[config.mk]
export PLATFORM = sky130hd
export DESIGN_NAME = pipe_ifid_queue
export DESIGN_NICKNAME = d
export VERILOG_FILES = /design/src/rtl/pipe_ifid_queue.sv
export SDC_FILE = /design/constraint.sdc
export NUM_CORES = 1
export LEC_CHECK = 0
export CAP_MARGIN = 20
export CELL_PAD_IN_SITES_DETAIL_PLACEMENT = 1
export CELL_PAD_IN_SITES_GLOBAL_PLACEMENT = 2
export CORE_MARGIN = 2
export CORE_UTILIZATION = 36
export DETAILED_ROUTE_END_ITERATION = 10
export PLACE_DENSITY = 0.95
export SLEW_MARGIN = 10
export SYNTH_ARGS = -nofsm -noshare
export SYNTH_HDL_FRONTEND = slang
export SYNTH_SLANG_ARGS = --single-unit
[constraint.sdc]
create_clock -name clock -period 23.2 [get_ports clock]
set_clock_uncertainty 0.2 [all_clocks]
set_input_delay 3.48 -clock clock [delete_from_list [all_inputs] [get_ports clock]]
set_output_delay 3.48 -clock clock [all_outputs]
set_load 0.005 [all_outputs]
[src/rtl/pipe_ifid_queue.sv]
// pipe_ifid_queue
//   Decoupling queue between the IF and ID stages of the pipelined CPU. It
//   replaces a bare IF/ID register. Up to DEPTH fetched {inst, pc4} pairs are
//   buffered so that stalls on the ID side do not lose fetched instructions.
//   A redirect (flush) or reset empties the queue on the next rising edge.
//
//   Optional feature: define IFID_BYPASS_EN to let an instruction pass
//   straight from IF to ID in the same cycle when the queue is empty.
//
// Ports
//   clock     in   pipeline clock, all state updates on the rising edge
//   reset     in   synchronous active-high reset (same effect as flush)
//   if_valid  in   IF presents a fetched instruction
//   if_inst   in   fetched instruction
//   if_pc4    in   PC+4 of the fetched instruction
//   flush     in   redirect taken; discard all contents
//   id_ready  in   ID accepts the head entry this cycle
//   id_valid  out  head entry valid
//   id_inst   out  head instruction, 0 (NOP) when not valid
//   id_pc4    out  head PC+4, 0 when not valid
//   wpcir     out  PC write enable, 1 = IF may advance (queue not full)
//   fq_count  out  current occupancy, 0..DEPTH
module pipe_ifid_queue #(
  parameter int DEPTH = 2,
  localparam int AW   = $clog2(DEPTH)
) (
  input  logic          clock,
  input  logic          reset,
  input  logic          if_valid,
  input  logic [31:0]   if_inst,
  input  logic [31:0]   if_pc4,
  input  logic          flush,
  input  logic          id_ready,
  output logic          id_valid,
  output logic [31:0]   id_inst,
  output logic [31:0]   id_pc4,
  output logic          wpcir,
  output logic [AW:0]   fq_count
);

  localparam logic [AW:0] FULL_CNT = (AW+1)'(DEPTH);

  logic [63:0]   mem [DEPTH];
  logic [AW-1:0] rd_ptr;
  logic [AW-1:0] wr_ptr;
  logic [AW:0]   count;

  logic full;
  logic empty;
  logic push;
  logic pop;

  assign full  = (count == FULL_CNT);
  assign empty = (count == '0);

`ifdef IFID_BYPASS_EN
  // Bypass presents the IF instruction directly while the queue is empty.
  // If ID takes it in that same cycle it is never written into storage.
  logic bypass;
  assign bypass = empty & if_valid & ~flush & ~reset;
  assign push   = if_valid & ~full & ~flush & ~(bypass & id_ready);
`else
  assign push   = if_valid & ~full & ~flush;
`endif

  // Pops only ever drain storage; id_ready while empty is ignored.
  assign pop = ~empty & id_ready & ~flush;

  assign wpcir    = ~full;
  assign fq_count = count;

  always_comb begin
    id_valid = ~empty;
    id_inst  = '0;
    id_pc4   = '0;
    if (!empty) begin
      {id_inst, id_pc4} = mem[rd_ptr];
    end
`ifdef IFID_BYPASS_EN
    if (bypass) begin
      id_valid = 1'b1;
      id_inst  = if_inst;
      id_pc4   = if_pc4;
    end
`endif
  end

  // Storage is deliberately not cleared by reset or flush; the pointers and
  // count alone define which entries are live.
  always_ff @(posedge clock) begin
    if (push && !reset) begin
      mem[wr_ptr] <= {if_inst, if_pc4};
    end
  end

  always_ff @(posedge clock) begin
    if (reset || flush) begin
      rd_ptr <= '0;
      wr_ptr <= '0;
      count  <= '0;
    end else begin
      if (push) begin
        wr_ptr <= wr_ptr + 1'b1;
      end
      if (pop) begin
        rd_ptr <= rd_ptr + 1'b1;
      end
      case ({push, pop})
        2'b10:   count <= count + 1'b1;
        2'b01:   count <= count - 1'b1;
        default: count <= count;
      endcase
    end
  end

endmodule

==> flow_metrics.py <==
metrics = {
    "clocking": {
        "clockBufferDepth": 2,
        "ctsHoldBuffers": 0,
        "cts_resized": 0,
        "htreeDepth": 4,
        "clk_latency_ns": 0.40,
        "postCtsSetupBuffers": 0,
        "root_buffer": "clkbuf_16",
        "clkTransAtPathRegs_ns": 0.05,
        "cts_tree": "yes",
        "cts_buffers": 17,
        "clock-sinks": 133,
    },
    "power_and_ir_drop": {
        "ir_worst_vdd_uv": 39.6,
        "finalPower_mw": 0.546,
        "p_per_area_nw_per_um2": 76.1,
        "p_switching_mw": 0.104,
        "p_int_mw": 0.442,
        "pwr-share-clk": 0.448,
        "sw_frac_of_total": 0.191,
        "p_leak_nw": 2.27,
        "pwr-share-comb": 0.058,
        "sequentialPowerShare": 0.494,
    },
    "route": {
        "drc": 0,
        "vias": 2954,
        "first_pass_iters": 4,
        "viasPerCell": 4.63,
        "antenna_left": 0,
        "wl_per_cell_um": 16.7,
        "detail_route.wirelength_um": 10700,
        "drt-initial-drc-count": 115,
    },
    "logic_synthesis": {
        "synth_area_leader_cell": "edfxtp_1",
        "synthTopCellsByCount": "edfxtp_1 (128), nor2_1 (69), mux2i_1 (64)",
        "synth_edf_count": 128,
        "ys_ff_latch": 133,
        "synth_top_area_frac": 0.761,
        "synth_fp_nets": 371,
        "synth.most_common_cell": "edfxtp_1",
        "syn_area_sq_um": 5050,
        "syn_avg_cell_area_sq_um": 16.8,
        "synth_flop_cell": "edfxtp_1",
        "yosysWarningCount": 0,
        "syn_inst": 301,
        "yosys-top-cells-area": "edfxtp_1 (76%), mux2i_1 (13%), nor2_1 (5.1%)",
        "synthArstFlopShare": 0,
        "synthDistinctLibCells": 17,
        "synth_seq_area_share": 0.780,
    },
    "placement": {
        "hpwlAfterDp_um": 6840,
        "portBuffers": 136,
        "gp_congestion": 0.733,
        "post_dp_cell_area_sq_um": 6600,
    },
    "layout": {
        "layout-drive-gt1-share": 0.0742,
        "nFillCells": 1346,
        "diodes": 0,
        "syn2layout_area_growth_pct": 41.9,
        "final_area_sq_um": 7170,
        "nets": 515,
    },
    "timing": {
        "hold_viol": 0,
        "grt_setup_unrepaired": "false",
        "min_period_ns": 6.11,
        "drv_slew": 0,
        "tightestPinTransition_ns": 0.877,
        "finalCritPeriodShare": 0.263,
        "setup_viol": 0,
        "slew-limit-headroom": 0.416,
        "tns_ns": 0,
        "fmax_mhz": 164,
    },
    "die": {
        "dieHeight_um": 122,
        "die-area_sq_um": 15000,
        "core.rowCount": 43,
        "io_pins": 137,
        "die_w_um": 122,
        "initial_core_util": 0.367,
        "core_area_sq_um": 13800,
    },
    "grt": {
        "grt_pass1_wl_um": 16400,
        "grt_pass1_vias": 3227,
        "grt_use_total": 0.149,
        "grt_max_degree": 65,
        "overflow": 0,
        "antenna_found_initial": 0,
    },
    "setup_path": {
        "path_buf_inv": 2,
        "cp.depth": 4,
        "crit_chain": "nor2_4 > buf_4 > nor2_1 > clkdlybuf4s50_1",
        "worst_path_max_delay_cell": "nor2_4",
        "cp.arrival_ns": 2.43,
        "crit_type": "reg -> out",
        "setup.worst_path.end_class": "output pin",
        "reg2reg_depth": 3,
        "required_ns": 19.52,
        "cpPeakStageDelay_ns": 0.53,
        "critPathTopFamily": "buffers and inverters",
        "critical_path.max_fanout": 38,
        "start_kind": "flop",
    },
    "worst_hold_path": {
        "hp-class": "reg -> reg",
        "holdPathStages": 2,
    },
    "run_status": {
        "status": "finished clean",
    },
    "job": {
        "max_cap_violations": 0,
    },
}
[worst reg2reg max path: stages, from the launching register on]
cell	delay (ns)
dfxtp_1	0.48
nor2b_1	0.17
nor4_2	0.24
buf_4	0.73
[area by class of cell]
class	instances	area, sq um	area share
inverters	4	15.0	0.00209
repair buffers	140	1410	0.197
flip-flops and latches	133	3950	0.550
clock inverters	14	118	0.0164
multi-input cells	149	1030	0.143
well taps	180	225	0.0314
clock buffers	18	429	0.0598
[cells by family after synthesis]
kind of cell             after synthesis  share of synthesized area
multiplexers                          64                      0.127
adder cells (fa/ha/maj)                1                    0.00248
buffers and inverters                 19                     0.0203
flip-flops                           133                      0.780
XOR/XNOR                               3                    0.00520
AND/OR/NAND/NOR                       76                     0.0599
AO/OA/AOI/OAI                          5                    0.00495
[per-layer routing]
metal / vias to the layer above / share of wire / global-route usage
li1: 1402 / - / -
met1: 1454 / 0.40 / 0.174
met2: 86 / 0.53 / 0.257
met3: 12 / 0.051 / 0.0390
met4: 0 / 0.011 / 0.0668
met5: - / 0 / 0
[power by group through the flow]
stage	logic (mW)	clock network, mW	registers [mW]
2_1_floorplan	0.00943	0	0.275
3_3_place_gp	0.0303	0	0.275
3_5_place_dp	0.0316	0	0.275
4_1_cts	0.0319	0.253	0.270
5_1_grt	0.0344	0.260	0.270
6_report	0.0316	0.245	0.270
[cell usage in the layout (no fill, tap or decap)]
master and n:
a21oi_1 2, buf_16 1, buf_4 3, bufinv_16 2
clkbuf_1 1, clkbuf_16 17, clkdlybuf4s50_1 136, clkinv_1 6
clkinv_2 4, clkinvlp_4 2, dfxtp_1 4, dfxtp_4 1
edfxtp_1 128, ha_1 1, inv_1 4, mux2i_1 64
nor2_1 68, nor2_4 1, nor2b_1 1, nor4_2 2
o21ai_0 3, or2_2 1, or3_1 3, xnor2_1 1
xor2_1 2
[path summary, 6_finish.rpt]
kind,startpoint,end,slack (ns)
max reg2reg,fq_count[0]$_SDFFE_PP0P_,mem[0][35]$_DFFE_PP_,20.97
min reg2reg,rd_ptr$_SDFFE_PP0P_,rd_ptr$_SDFFE_PP0P_,0.34
max,fq_count[0]$_SDFFE_PP0P_,id_pc4[14],17.09
min,rd_ptr$_SDFFE_PP0P_,rd_ptr$_SDFFE_PP0P_,0.34
[registers in the layout, indices dropped and copies added (netlist names), named ones only]
register / flops
fq_count: 2
mem: 128
rd_ptr: 1
wr_ptr: 1
[per-stage QoR]
step	hold slack [ns]	setup WS, ns	util	instances
final	0.338	17.09	0.521	638
after global routing	0.371	16.87	0.521	638
after CTS	0.337	16.98	0.519	637
after detailed placement	0.319	17.35	0.479	605
after global placement	0.296	17.46	0.479	605
after floorplan	0.271	12.37	-	301
Power figures use the tool's default switching activity.
==> variant 1: new RTL, same settings <==
The parameter `DEPTH` goes from 2 to 4.
--- a/src/rtl/pipe_ifid_queue.sv
+++ b/src/rtl/pipe_ifid_queue.sv
@@ -22,5 +22,5 @@
 //   fq_count  out  current occupancy, 0..DEPTH
 module pipe_ifid_queue #(
-  parameter int DEPTH = 2,
+  parameter int DEPTH = 4,
   localparam int AW   = $clog2(DEPTH)
 ) (
Ports: changed (resized fq_count); port bits go from 137 to 138. The function was not compared with the original's and may differ.
==> variant 1 against the original RTL <==
  * Worst hold slack worse by 28 ps
  * Setup slack lost 810 ps
  * Largest cell class unchanged
  * Final area increased by 80%
  * Synthesized area is 100% higher
  * Highest routed layer unchanged
  * Total power increased by 90%
  * Sequential cell count up 132
  * Sequential share of layout area grew 5.8 points
  * Wire length rose by 92%
==> variant 1: results <==
export IMPL_met3_usage_pct=2.21
export IMPL_outcome="completed"
export IMPL_drt_total_wl_um=20500
export IMPL_fill_cells=2573
export IMPL_clk_latency_ps=530
export IMPL_drive_gt1_share_pct=19.1
export IMPL_port_buffers=137
export IMPL_vdd_ir_drop_max_uv=39.3
export IMPL_dp_slack_ps=16720
export IMPL_drtIter0Drc=230
export IMPL_slowest_delay_ps=770
export IMPL_leakage_nw=4.04
export IMPL_ys_top_cells_by_count="edfxtp_1 (256), and2_1 (64), mux4_2 (60), dfxtp_1 (9)"
export IMPL_place_congestion=0.694
export IMPL_placed_area_um2=11900
export IMPL_use_met1_pct=17.9
export IMPL_largest_register_ffs=256
export IMPL_grt_pass1_wl_um=32400
export IMPL_syn_nets=533
export IMPL_cp_max_fo=34
export IMPL_synth_edf_count=256
export IMPL_dp_hpwl_um=12000
export IMPL_cp_arrival_ps=3240
export IMPL_crit_slowest_cell="dfxtp_4"
export IMPL_synth_cell_type_count=26
[variant 1: cell type report]
type / count / area share [%]
Multi-Input combinational cell: 166 / 16.7
Clock inverter: 23 / 1.94
Sequential cell: 265 / 60.8
Clock buffer: 30 / 5.64
Timing Repair Buffer: 143 / 11.1
Tap cell: 378 / 3.65
Inverter: 5 / 0.145
[variant 1: path summary, 6_finish.rpt]
check	start	end	slack [ps]	cells after the start
worst min register to register	wr_ptr[0]$_SDFFE_PP0P_	wr_ptr[0]$_SDFFE_PP0P_	310	2
worst max register to register	fq_count[2]$_SDFFE_PP0P_	fq_count[2]$_SDFFE_PP0P_	20470	8
worst min-delay path	wr_ptr[0]$_SDFFE_PP0P_	wr_ptr[0]$_SDFFE_PP0P_	310	2
worst max-delay path	flip-flop	id_pc4[31]	16280	4
[variant 1: power by group through the flow]
stage	logic (W)	clock network (W)	registers [W]
after floorplan	0.0000131	0	0.000541
after global placement	0.0000382	0	0.000541
after detailed placement	0.0000399	0	0.000541
after CTS	0.0000400	0.000478	0.000531
after global routing	0.0000431	0.000495	0.000531
final	0.0000397	0.000466	0.000531
[variant 1: stage by stage]
stage	hold WS [ps]	util (%)	cells
2_1_floorplan	271	-	458
3_3_place_gp	288	42.8	956
3_5_place_dp	309	42.8	956
4_1_cts	317	46.4	1009
5_1_grt	342	46.5	1010
6_report	311	46.5	1010
[variant 1: worst min-delay path, delay by kind of cell (launching register included)]
family	cells	cell delay, ps
DFF	1	340
muxes	1	60
and+or+nand+nor	1	70
[variant 1: logic make-up (layout without fill, tap and decap cells)]
| family | count (synthesis) | after routing | share of synthesized area, % |
|---|---|---|---|
| xor+xnor | 4 | 4 | 0.343 |
| fa+ha+maj | 6 | 6 | 0.808 |
| simple gates | 85 | 85 | 5.03 |
| flops | 265 | 265 | 77.0 |
| compound gates | 5 | 5 | 0.306 |
| mux | 66 | 66 | 14.4 |
| buf+inv | 27 | 201 | 2.11 |
[variant 1: layer usage]
layer | vias up | routed length, µm
met5 | - | 0
met4 | 0 | 468
met3 | 37 | 959
met2 | 129 | 10500
met1 | 2537 | 8600
li1 | 2167 | -
==> variant 2: new RTL, config.mk and constraints unchanged <==
Made on the original files. Put one more register stage on the output `fq_count`. The value now appears one clock later. The other outputs are not delayed to match.
--- a/src/rtl/pipe_ifid_queue.sv
+++ b/src/rtl/pipe_ifid_queue.sv
@@ -68,5 +68,7 @@
 
   assign wpcir    = ~full;
-  assign fq_count = count;
+  always_ff @(posedge clock) begin
+    fq_count <= count;
+  end
 
   always_comb begin
Formal check against the unedited RTL: not equivalent (a bounded check fails within 4 cycles, from zero or initial values).
==> variant 2 against the original RTL <==
  * Via count up 0.30%
  * Maximum frequency is 0.25% lower
  * Total power increased by 7.3%
  * Sequential cell count rose by 2
  * Setup slack worse by 16 ps
  * Final area is 1.2% higher
  * Wire length grew 3.1%
  * Synthesized area up 0.79%
  * Critical path type unchanged
  * Critical endpoint is now id_inst[28]
  * Highest routed layer unchanged
==> variant 2: results <==
export IMPL_grt_use_total_pct=15.3
export IMPL_r2r_end="mem[0][49]$_DFFE_PP_"
export IMPL_synth_xor_area_share_pct=0.516
export IMPL_placed_cells=607
export IMPL_synth_compound_area_share_pct=0.491
export IMPL_critPathLaunch="count[0]$_SDFFE_PP0P_"
export IMPL_cp_max_fo=36
export IMPL_antenna_found_initial=0
export IMPL_synth_edf_count=128
export IMPL_synth_fa_ha_area_share_pct=0.246
export IMPL_fin_nets=516
export IMPL_diodes=0
export IMPL_holdWs_ps=239
export IMPL_period_share_pct=26.4
export IMPL_endpoint="id_inst[28]"
export IMPL_maxSlewHeadroom_pct=27.0
export IMPL_hp_start="count[1]$_SDFFE_PP0P_"
export IMPL_hold_path_depth=0
export IMPL_cts_resized=0
export IMPL_yosys_mux_area_fraction_pct=12.6
export IMPL_placed_area_um2=6640
export IMPL_grt_pass1_wl_um=17000
export IMPL_syn_avg_cell_area_um2=16.8
export IMPL_leakage_nw=2.31
export IMPL_dp_slack_ps=17360
export IMPL_grt_max_degree=65
export IMPL_synth_area_leaders="edfxtp_1 (75%), mux2i_1 (13%), nor2_1 (5.1%)"
export IMPL_place_congestion=0.761
export IMPL_holdPathEnd="fq_count[1]$_DFF_P_"
export IMPL_grt_pass1_vias=3238
export IMPL_ys_top_cells_by_count="edfxtp_1 (128), nor2_1 (69), mux2i_1 (64), buf_2 (7), dfxtp_1 (7)"
export IMPL_synth_warnings=0
export IMPL_drtIter0Drc=122
export IMPL_drive_gt1_share_pct=7.19
export IMPL_post_drt_wl_per_cell_um=17.2
export IMPL_vdd_ir_drop_max_uv=46.0
export IMPL_yosysSeqAreaShare_pct=78.2
export IMPL_drt_pre_antenna_iters=4
export IMPL_dp_hpwl_um=7130
export IMPL_cp_arrival_ps=2450
export IMPL_instances_no_fill=639
export IMPL_via_per_inst=4.64
export IMPL_r2r_slack_ps=20970
export IMPL_syn_nets=373
export IMPL_outcome="completed"
-- variant 2: cell count changes after synthesis, sizes merged --
| cell | before | now |
|---|---|---|
| dfxtp | 5 | 7 |
-- variant 2: per-layer routing --
| metal | share of wire, % | GRT usage (%) |
|---|---|---|
| met2 | 52 | 25.9 |
| met3 | 5.7 | 5.21 |
| met1 | 41 | 17.6 |
| met5 | 0 | 0 |
| met4 | 1.9 | 6.90 |
-- variant 2: cell type report --
type / instances / area (µm²)
fillers: 1339 / 6570
flip-flops and latches: 135 / 3990
repair buffers: 139 / 1380
multi-input cells: 149 / 1030
clock buffers: 19 / 433
well taps: 180 / 225
clock inverters: 13 / 184
inverters: 4 / 15.0
-- variant 2: critical path, stage by stage, from the launching register on --
cell	delay, ps
dfxtp_1	380
nor2_4	550
buf_4	470
nor2_1	130
clkdlybuf4s50_1	480
-- variant 2: power by group --
part,switching [W],total (W),internal [W]
sequential,0.00000207,0.000274,0.000272
combinational,0.0000122,0.0000310,0.0000188
clock,0.0000930,0.000281,0.000188
